==> config.mk <==
export PLATFORM = sky130hd
export DESIGN_NAME = mc_phase_seq
export DESIGN_NICKNAME = d
export VERILOG_FILES = /design/src/rtl/mc_phase_seq.sv
export SDC_FILE = /design/constraint.sdc
export NUM_CORES = 1
export LEC_CHECK = 0
export ABC_AREA = 0
export CELL_PAD_IN_SITES_DETAIL_PLACEMENT = 1
export CELL_PAD_IN_SITES_GLOBAL_PLACEMENT = 1
export CORE_ASPECT_RATIO = 1.1
export CORE_MARGIN = 3
export CORE_UTILIZATION = 38
export CTS_BUF_LIST = sky130_fd_sc_hd__clkbuf_8
export CTS_CLUSTER_DIAMETER = 30
export CTS_CLUSTER_SIZE = 8
export DETAILED_ROUTE_END_ITERATION = 12
export PLACE_DENSITY_LB_ADDON = 0.1
export SLEW_MARGIN = 20
export SYNTH_ARGS = -nofsm -noshare
export SYNTH_HDL_FRONTEND = slang
export SYNTH_SLANG_ARGS = --single-unit
export TNS_END_PERCENT = 10
==> constraint.sdc <==
create_clock -name clk -period 2 [get_ports clk]
set_input_delay 0.6 -clock clk [delete_from_list [all_inputs] [get_ports clk]]
set_output_delay 0.6 -clock clk [all_outputs]
set_load 0.01 [all_outputs]
==> src/rtl/mc_phase_seq.sv <==
// mc_phase_seq: one-hot phase sequencer for the multi-cycle MIPS core with
// per-class lengths, memory wait timeout, exception abort, stall and retire count.
module mc_phase_seq #(
  parameter int WAIT_W     = 4,
  parameter int WAIT_LIMIT = 15,
  parameter int RET_W      = 16
) (
  input  logic             clk,
  input  logic             reset,
  input  logic [5:0]       op,
  input  logic [5:0]       irfunc,
  input  logic [4:0]       regimm,
  input  logic             error,
  input  logic             mem_ready,
  input  logic             stall,
  output logic [4:0]       p,
  output logic             instr_done,
  output logic             exc_abort,
  output logic             bus_err,
  output logic [RET_W-1:0] retired
);
  localparam logic [4:0] S_F = 5'b00001;
  localparam logic [4:0] S_D = 5'b00010;
  localparam logic [4:0] S_E = 5'b00100;
  localparam logic [4:0] S_M = 5'b01000;
  localparam logic [4:0] S_W = 5'b10000;
  localparam logic [2:0] C_NONE  = 3'd0;
  localparam logic [2:0] C_ALU   = 3'd1;
  localparam logic [2:0] C_LOAD  = 3'd2;
  localparam logic [2:0] C_STORE = 3'd3;
  localparam logic [2:0] C_BR    = 3'd4;
  localparam logic [2:0] C_JMP   = 3'd5;
  localparam logic [2:0] C_ILL   = 3'd6;

  logic [4:0]        r_p, w_p_nxt;
  logic [2:0]        r_cls, w_cls_nxt, w_cls;
  logic [WAIT_W-1:0] r_wait, w_wait_nxt;
  logic              r_done, w_done_nxt;
  logic              r_abort, w_abort_nxt;
  logic              r_bus_err, w_bus_err_nxt;
  logic [RET_W-1:0]  r_retired;
  logic              w_ovf, w_hit;

  always_comb begin
    w_cls = C_ILL;
    case (op)
      6'h00: case (irfunc)
        6'h20, 6'h22, 6'h23, 6'h24, 6'h25, 6'h26, 6'h27, 6'h2a, 6'h2b: w_cls = C_ALU;
        6'h08, 6'h09: w_cls = C_JMP;
        default: w_cls = C_ILL;
      endcase
      6'h01: w_cls = (regimm == 5'd0 || regimm == 5'd1) ? C_BR : C_ILL;
      6'h02, 6'h03: w_cls = C_JMP;
      6'h04, 6'h05, 6'h06, 6'h07: w_cls = C_BR;
      6'h09, 6'h0a, 6'h0b, 6'h0c, 6'h0d, 6'h0e: w_cls = C_ALU;
      6'h20, 6'h21, 6'h23, 6'h24, 6'h25: w_cls = C_LOAD;
      6'h28, 6'h29, 6'h2b: w_cls = C_STORE;
      default: w_cls = C_ILL;
    endcase
  end

  assign w_ovf = (r_cls == C_ALU) && error && (op == 6'h00) && (irfunc == 6'h20 || irfunc == 6'h22);
  assign w_hit = (r_wait == WAIT_W'(WAIT_LIMIT));

  always_ff @(posedge clk or posedge reset) begin
    if (reset) begin
      r_p       <= S_F;
      r_cls     <= C_NONE;
      r_wait    <= '0;
      r_done    <= 1'b0;
      r_abort   <= 1'b0;
      r_bus_err <= 1'b0;
      r_retired <= '0;
    end else if (stall) begin
      r_done  <= 1'b0;
      r_abort <= 1'b0;
    end else begin
      r_p       <= w_p_nxt;
      r_cls     <= w_cls_nxt;
      r_wait    <= w_wait_nxt;
      r_done    <= w_done_nxt;
      r_abort   <= w_abort_nxt;
      r_bus_err <= w_bus_err_nxt;
      if (w_done_nxt) r_retired <= r_retired + RET_W'(1);
    end
  end

  // Any non-one-hot phase falls through to the default and recovers to FETCH.
  always_comb begin
    w_p_nxt       = S_F;
    w_cls_nxt     = r_cls;
    w_wait_nxt    = '0;
    w_done_nxt    = 1'b0;
    w_abort_nxt   = 1'b0;
    w_bus_err_nxt = r_bus_err;
    case (r_p)
      S_F: begin
        if (mem_ready) w_p_nxt = S_D;
        else if (w_hit) w_bus_err_nxt = 1'b1;
        else w_wait_nxt = r_wait + WAIT_W'(1);
      end
      S_D: begin
        w_cls_nxt   = w_cls;
        w_abort_nxt = (w_cls == C_ILL);
        w_p_nxt     = (w_cls == C_ILL) ? S_F : S_E;
      end
      S_E: begin
        w_abort_nxt = w_ovf;
        w_done_nxt  = !w_ovf && (r_cls == C_BR);
        w_p_nxt     = w_ovf ? S_F :
                      (r_cls == C_ALU || r_cls == C_JMP) ? S_W :
                      (r_cls == C_LOAD || r_cls == C_STORE) ? S_M : S_F;
      end
      S_M: begin
        if (mem_ready) begin
          w_p_nxt    = (r_cls == C_LOAD) ? S_W : S_F;
          w_done_nxt = (r_cls != C_LOAD);
        end else if (w_hit) begin
          w_bus_err_nxt = 1'b1;
        end else begin
          w_p_nxt    = S_M;
          w_wait_nxt = r_wait + WAIT_W'(1);
        end
      end
      S_W: w_done_nxt = 1'b1;
      default: w_p_nxt = S_F;
    endcase
  end

  always_comb begin
    p          = r_p;
    instr_done = r_done;
    exc_abort  = r_abort;
    bus_err    = r_bus_err;
    retired    = r_retired;
  end
endmodule

== After elaboration in Yosys (flattened, before gate mapping) ==
Cells that the tools add are included.

* Bits in read-only memories: 0
* Bits in registers: 31
* Latch bits: 0
* RAM bits: 0
* Output and inout bits: 24
* Bits of input ports: 22
* Memories kept: 0

* Equality and inequality tests: 46
* $add $sub $neg: 2
* Multipliers: 0
* Shift operators: 0
* Bitwise logic cells: 2
* Div/mod/pow operators: 0
* Reduce and logical (&&, ||, !) cells: 22
* Mux-type cells: 20
* Magnitude comparators: 0

{| class="wikitable"
|+ Operators with widths
! kind !! number
|-
| $eq 6x6->1 const B || 17
|-
| $eq 6x4->1 const B || 8
|-
| $eq 6x3->1 const B || 4
|-
| $pmux 3 s7 || 1
|-
| $mux 4 || 5
|-
| $mux 5 || 4
|-
| $pmux 5 s4 || 1
|-
| $add 16x1->16 const B || 1
|-
| $eq 6x2->1 const B || 2
|-
| $eq 5x1->1 const B || 2
|-
| $eq 3x3->1 const B || 3
|-
| $reduce_or 9->1 || 1
|-
| $eq 3x2->1 const B || 2
|-
| $eq 6x1->1 const B || 1
|-
| $logic_not 6->1 || 1
|-
| $pmux 3 s2 || 1
|-
| $reduce_or 2->1 || 3
|-
| $reduce_or 6->1 || 1
|-
| $eq 5x2->1 const B || 1
|-
| $eq 5x3->1 const B || 1
|-
| $eq 5x4->1 const B || 1
|-
| $eq 5x5->1 const B || 1
|-
| $logic_not 5->1 || 1
|-
| $reduce_or 5->1 || 1
|-
| 17 further kinds || 28
|}

== Logic depth before layout (Yosys ltp) ==
Gate-level depths: netlist of the first run.

* Depth in word-level cells: 8
* Mapped depth: 7
* Gate-level depth less buffers: 6

== Worst setup path before layout of the first run ==
OpenSTA, ideal clock, no wires.

* Path kind: register -> register
* Start point: register r_p[2], in the netlist p[2]
* End point: register r_retired[8], in the netlist retired[8]
* Clock period less this slack: 1.947 ns
* Data required time: 1.874 ns
* Cell stages (with the launch flop): 8
* Arrival: 1.821 ns
* Slack: 0.053 ns
* Buffers on the path: 1
* Library setup time: 0.126 ns
* Cell sequence: dfrtp_1 -> buf_6 -> nor4_4 -> nand4_1 -> a31oi_4 -> and4_1 -> nand4_1 -> xnor2_1

* Longest elaborated chain between the ends: 3
* Elaborated cells on any way between the ends: 5

{| class="wikitable"
|+ RTL lines
! element !! RTL line !! RTL
|-
| start: declaration || 35 || <nowiki>logic [4:0] r_p, w_p_nxt;</nowiki>
|-
| start signal: assignment || 78 || <nowiki>r_p <= w_p_nxt;</nowiki>
|-
| $eq 5x5->1, or another cell as far along || 96 || <nowiki>case (r_p)</nowiki>
|-
| $pmux 1 s3 * || 96 ||
|-
| $reduce_and 2->1 (no source line) * || - ||
|-
| end signal: assignment || 84 || <nowiki>if (w_done_nxt) r_retired <= r_retired + RET_W'(1);</nowiki>
|-
| end: declaration || 41 || <nowiki>logic [RET_W-1:0] r_retired;</nowiki>
|}

Mark *: on every way between the ends. The rest lies on a longest branch, timed or not.
A chain may end at the register's enable or synchronous reset.

== Final worst setup path of the first run ==
* Start point: register r_p[3], in the netlist p[3]
* End point: register r_retired[7], in the netlist retired[7]

Same word-level chain as after synthesis.

==> results of run 1 <==
cells in the mapped netlist (3+ instances only):
library cell	instances
nor4_1	3
inv_1	7
nand2_1	16
nand4_1	8
xnor2_1	9
and3_1	5
a21oi_1	10
clkbuf_1	3
xor2_1	8
dfrtp_1	30
nand2b_1	5
nor2b_1	4
nand3_1	12
buf_2	3
nor2_1	21
nor3_1	8
o21ai_0	9
worst max-delay path: stages, from the launching register on:
cell	delay [ns]
dfrtp_1	0.41
nor4b_4	0.34
nand4b_1	0.23
a31oi_4	0.30
buf_6	0.15
nand2_4	0.07
nor4_4	0.23
xor2_1	0.16
worst max path at each step:
stage,from,end,cells past startpoint
floorplan,p[2]$_DFFE_PP0N_,retired[8]$_DFFE_PP0P_,7
global placement,irfunc[3],p[2]$_DFFE_PP0N_,7
detailed placement,irfunc[3],p[2]$_DFFE_PP0N_,7
CTS,op[5],p[0]$_DFFE_PP1N_,8
global route,p[3]$_DFFE_PP0N_,retired[11]$_DFFE_PP0P_,6
finish,p[3]$_DFFE_PP0N_,retired[7]$_DFFE_PP0P_,7
per-layer routing:
metal | up-vias | track usage [%]
met2 | 51 | 37.2
met4 | 0 | 7.20
met1 | 917 | 22.8
met3 | 11 | 4.16
li1 | 888 | -
met5 | - | 0
what timing repair did:
item | in CTS | in global routing
hold buffers | 0 | 0
setup buffers | 0 | 2
setup endpoints to repair | 12 | 21
resized for setup | 7 | 33
pin swaps | 1 | 20
kinds of logic (layout without fill, tap and decap cells):
kind of cell,count (synthesis),in the layout
AO/OA/AOI/OAI,37,37
flip-flops,31,31
buffers and inverters,15,95
XOR/XNOR,17,17
multiplexers,2,2
AND/OR/NAND/NOR,98,98
adder cells (fa/ha/maj),2,2
power groups by stage:
| stage | clock network [mW] | registers (mW) | logic, mW |
|---|---|---|---|
| floorplan | 0 | 0.790 | 0.337 |
| global placement | 0 | 0.780 | 0.642 |
| detailed placement | 0 | 0.783 | 0.655 |
| CTS | 0.572 | 0.774 | 0.659 |
| global route | 0.599 | 0.796 | 0.777 |
| finish | 0.557 | 0.783 | 0.704 |
state kept, by name, summed over array words and instances (netlist names):
signal	cells
bus_err	1
exc_abort	1
instr_done	1
p	5
r_cls	3
r_wait	4
retired	16
layout make-up:
type	count	area, µm²	area share, %
Sequential cell	31	779	27.4
Tap cell	56	70.1	2.46
Clock inverter	1	7.51	0.264
Multi-Input combinational cell	156	1110	39.2
Inverter	7	26.3	0.924
Clock buffer	7	96.3	3.39
Timing Repair Buffer	80	749	26.4
layout by cell type, fill, tap and decap left out, drive strengths merged, types with 2 or more instances in the layout:
| cell | netlist | routed |
|---|---|---|
| a211oi | 2 | 2 |
| a21oi | 10 | 10 |
| a22o | 2 | 2 |
| a31oi | 2 | 2 |
| and2 | 2 | 2 |
| and3 | 5 | 5 |
| and4 | 2 | 2 |
| buf | 5 | 36 |
| clkbuf | 3 | 7 |
| clkdlybuf4s50 | 0 | 34 |
| dfrtp | 30 | 30 |
| dlygate4sd2 | 0 | 2 |
| dlymetal6s2s | 0 | 7 |
| ha | 2 | 2 |
| inv | 7 | 7 |
| nand2 | 17 | 17 |
| nand2b | 5 | 5 |
| nand3 | 12 | 12 |
| nand3b | 2 | 2 |
| nand4 | 8 | 8 |
| nand4b | 2 | 2 |
| nor2 | 21 | 21 |
| nor2b | 4 | 4 |
| nor3 | 8 | 8 |
| nor4 | 5 | 5 |
| nor4b | 2 | 2 |
| o21ai | 9 | 9 |
| o22ai | 2 | 2 |
| o31ai | 2 | 2 |
| o32a | 2 | 2 |
| or3b | 2 | 2 |
| xnor2 | 9 | 9 |
| xor2 | 8 | 8 |
==> metrics, run 1 <==
TritonRoute pass-1 iters 4; Max Clk Rate 509 MHz; row cnt 26; Leak 1.33 nW; worst vdd ir 0.316 mV; gr usage total 20.3%; mux cell area share after synthesis 1.14%; via count 1,867; number of synthesized flops with an enable pin 0; DR WL met2 3090 µm; DR vias/cell 5.52; Final Util 60.7%; Tot Pwr 2.04 mW; yosys warns 0; syn_area_per_cell 9.23 µm²; Place WS -0.526 ns; XOR/XNOR Fraction of Synth Area 7.99%; status finished, final reports clean; Yosys reg bits 31; Pwr Density 719 mW/mm²; adder-cell share of the synthesized area 1.34%; setup TNS 0 ns; Top Metal Used met4; WL/cell 17.0 µm; Most used DFF post-synth dfrtp_1; Root Driver clkbuf_8; Max-slew headroom 70.8%; die width 72.8 µm; endpoints failing hold 0; Net Sw Power 665 µW; Hold WS 0.464 ns; Synth Cell Area 0.00186 mm²; fin nets 305; min cycle time layout 1.96 ns; largest family of logic cells by synthesized area simple AND/OR/NAND/NOR gates; fin crit share 98.2%; routability cong. 0.763; TritonCTS buffer count 5; Int Power 1.38 mW; largest net degree at the start of global routing 32; simple-gate share of the synthesized area 30.1%; io pins 46; R2R cell count 7; Worst Hold Depth 1; Non-Filler Instances 338; Fin Clk Skew 0.00915 ns; ys async rst share 100%; DRT met1 WL 2310 µm; # DRC 0; Pins Over Slew Limit 0; clk buf depth 2; data required time of the worst path 2.21 ns; arrival time worst endpoint 2.17 ns; Setup CP Type flip-flop to flip-flop; Synth-to-Final Area Change 52.6%; Synth area leaders dfrtp_1 40%, nor2_1 4.2%, xnor2_1 4.2%, xor2_1 3.8%, nand3_1 3.2%; Design Area, Final 0.00284 mm²; TritonCTS Sinks 31; Clock power frac 27.3%; Final Setup Violations 0; worst hold start retired[15]$_DFFE_PP0P_; vias in the first global route 1,985; filler cell count 535; die area 0.00578 mm²; HPWL Detailed 4000 µm; dpl cells 328; wire length of the first global-routing pass 9200 µm; WHS Endpoint retired[15]$_DFFE_PP0P_; Total Routed Length 5750 µm; initial antenna violation count 0; layout cells sized above 1 25.2%; Post-Syn Nets 226; sw frac 32.5%; Clk pin slew, worst setup/hold paths 0.07 ns; Crit. End Element flip-flop; Initial DRC Count 49; r2r setup slk 0.04 ns; Port Buffer Count 44; worst r2r src p[3]$_DFFE_PP0N_; Yosys top cell area share 40.3%; CTS tree done; Hold Crit Class flip-flop to flip-flop; combinational share of power 34.4%; crit path max fanout 5; H-tree Lvls 2; Yosys cell types 46; Mapped Cells 202; Area after DPL 0.00259 mm²; Seq/Total Area, Yosys 41.7%; PnR worst setup slack 0.0365 ns; core box area 0.00468 mm²; compound-cell area share of the yosys netlist 13.7%; Starting Density 39.8%; Least-Margin Pin Slew 0.437 ns; r2r endpoint retired[7]$_DFFE_PP0P_; DR WL met3 247 µm; Detail Route Antenna Nets 0; GRT overflow 0; Ant. Diodes 0; post-synth top area cell dfrtp_1; startpoint type of the worst setup path flip-flop; sequential share of power 38.3%; DIE HEIGHT 79.5 µm; Max Cap Viol 0; Clock Latency Late Sink 0.29 ns; RSZ-0062 raised after global routing yes
No activity file was read; power rests on OpenSTA's default activity.
==> run 2: changes to the inputs <==
--- a/config.mk
+++ b/config.mk
@@ -16,6 +16,7 @@
 export CTS_CLUSTER_SIZE = 8
 export DETAILED_ROUTE_END_ITERATION = 12
 export PLACE_DENSITY_LB_ADDON = 0.1
+export RECOVER_POWER = 50
 export SLEW_MARGIN = 20
 export SYNTH_ARGS = -nofsm -noshare
 export SYNTH_HDL_FRONTEND = slang
==> run 2 against run 1 <==
Against the previous run:
- clock power is essentially flat
- via count shrank 0.54%
- critical path depth is the same
- power is essentially flat
- largest cell class unchanged
- non-clock buffer count is the same
- sequential power is essentially flat
- combinational power is essentially flat
- highest routed layer unchanged
==> metrics, run 2 (synthesis results as in run 1) <==
Port Buffer Count 44 (unchanged); Hold WS 0.464 ns (+0.000619 ns); HPWL Detailed 4000 µm (unchanged); crit path max fanout 5 (unchanged); Root Driver clkbuf_8; wire length of the first global-routing pass 9200 µm (unchanged); R2R cell count 7 (unchanged); row cnt 26 (unchanged); worst vdd ir 0.319 mV (+0.99%); Ant. Diodes 0 (unchanged); CTS tree done; RSZ-0062 raised after global routing yes; initial antenna violation count 0 (unchanged); Hold Crit Class flip-flop to flip-flop; Max-slew headroom 46.7% (-24 points); Final Setup Violations 0 (unchanged); Clock Latency Late Sink 0.29 ns (about the same); largest net degree at the start of global routing 32 (unchanged); Fin Clk Skew 0.0107 ns (+0.00157 ns); most frequent cells in the layout 33 x clkdlybuf4s50_1, 32 x buf_4, 28 x dfrtp_1, 18 x nor2_1, 16 x nand2_1; Total Routed Length 5750 µm (about the same); arrival time worst endpoint 2.18 ns (about the same); startpoint type of the worst setup path input pin; layout cells sized above 1 25.2% (unchanged); Leak 1.33 nW (-0.37%); Setup CP Type input pin to flip-flop; TritonCTS Sinks 31 (unchanged); Starting Density 39.8% (unchanged); Max Clk Rate 508 MHz (-0.22%); Crit. End Element flip-flop; via count 1,857 (-0.54%); TritonCTS buffer count 5 (unchanged); DR vias/cell 5.49 (-0.54%); # DRC 0 (unchanged); data required time of the worst path 2.21 ns (about the same); Detail Route Antenna Nets 0 (unchanged); io pins 46 (unchanged); die width 72.8 µm (unchanged); dpl cells 328 (unchanged); Non-Filler Instances 338 (unchanged); Initial DRC Count 51 (+4.1%); DIE HEIGHT 79.5 µm (unchanged); commonest non-fill, non-tap cell in the layout clkdlybuf4s50_1; max reg flops 16 (unchanged); GRT overflow 0 (unchanged); gr usage total 20.3% (unchanged); TritonRoute pass-1 iters 4 (unchanged); min cycle time layout 1.97 ns (+0.00436 ns); Pwr Density 722 mW/mm² (+0.47%); Pins Over Slew Limit 0 (unchanged); hold buffers post-CTS 0 (unchanged); Worst Hold Depth 1 (unchanged); die area 0.00578 mm² (unchanged); endpoints failing hold 0 (unchanged); Clk pin slew, worst setup/hold paths 0.07 ns (about the same); clk buf depth 2 (unchanged); Max Cap Viol 0 (unchanged); PnR worst setup slack 0.0322 ns (-0.00436 ns); routability cong. 0.763 (unchanged); WL/cell 17.0 µm (about the same); core box area 0.00468 mm² (unchanged); Tot Pwr 2.04 mW (about the same); fin nets 305 (unchanged); fin crit share 98.4% (+0.22 points); Final Util 60.4% (-0.32 points); Least-Margin Pin Slew 0.799 ns (+0.362 ns); Place WS -0.526 ns (unchanged); Synth-to-Final Area Change 51.7%; status finished, final reports clean; vias in the first global route 1,985 (unchanged); H-tree Lvls 2 (unchanged)
[run 2: area by class of cell]
type                    instances  area (µm²)
flip-flops and latches         31         779
fillers                       537        1860
clock buffers                   7        96.3
well taps                      56        70.1
multi-input cells             156        1110
inverters                       7        26.3
repair buffers                 80         734
clock inverters                 1        7.51
[run 2: power breakdown]
group	switching [mW]	internal, mW
Combinational	0.342	0.359
Clock	0.246	0.313
Sequential	0.0794	0.703
[run 2: what timing repair did]
item                       in CTS  in global routing
buffers inserted                0                  2
pin swaps                       1                 20
gates resized for setup         7                 33
setup endpoints to repair      12                 21
hold endpoints to repair        0                  0
[run 2: final timing paths]
kind                                         start                      end  slack [ns]
setup / recovery                         mem_ready   retired[7]$_DFFE_PP0P_        0.03
hold / removal             retired[15]$_DFFE_PP0P_  retired[15]$_DFFE_PP0P_        0.46
setup reg to reg                  p[3]$_DFFE_PP0N_   retired[7]$_DFFE_PP0P_        0.04
hold reg to reg            retired[15]$_DFFE_PP0P_  retired[15]$_DFFE_PP0P_        0.46
max in group asynchronous                    reset   retired[2]$_DFFE_PP0P_        0.46
min in group asynchronous                    reset  retired[15]$_DFFE_PP0P_        0.99
[run 2: worst max-delay path, cell delays in order]
cell             delay (ns)
clkdlybuf4s50_1        0.50
nand4_1                0.19
a31oi_4                0.28
buf_6                  0.15
nand2_4                0.07
nor4_4                 0.23
xor2_1                 0.16
[run 2: metrics by stage]
step / setup TNS (ns) / cell area (µm²)
global placement: -4.09 / 2590
finish: 0 / 2830
CTS: -0.232 / 2710
floorplan: 0 / 1860
detailed placement: -5.22 / 2590
global route: -0.443 / 2830
[run 2: metal layers]
layer | wire [µm] | vias up | track usage, %
li1 | - | 889 | -
met1 | 2320 | 911 | 22.8
met2 | 3080 | 46 | 37.2
met3 | 242 | 11 | 4.16
met4 | 107 | 0 | 7.20
met5 | 0 | - | 0
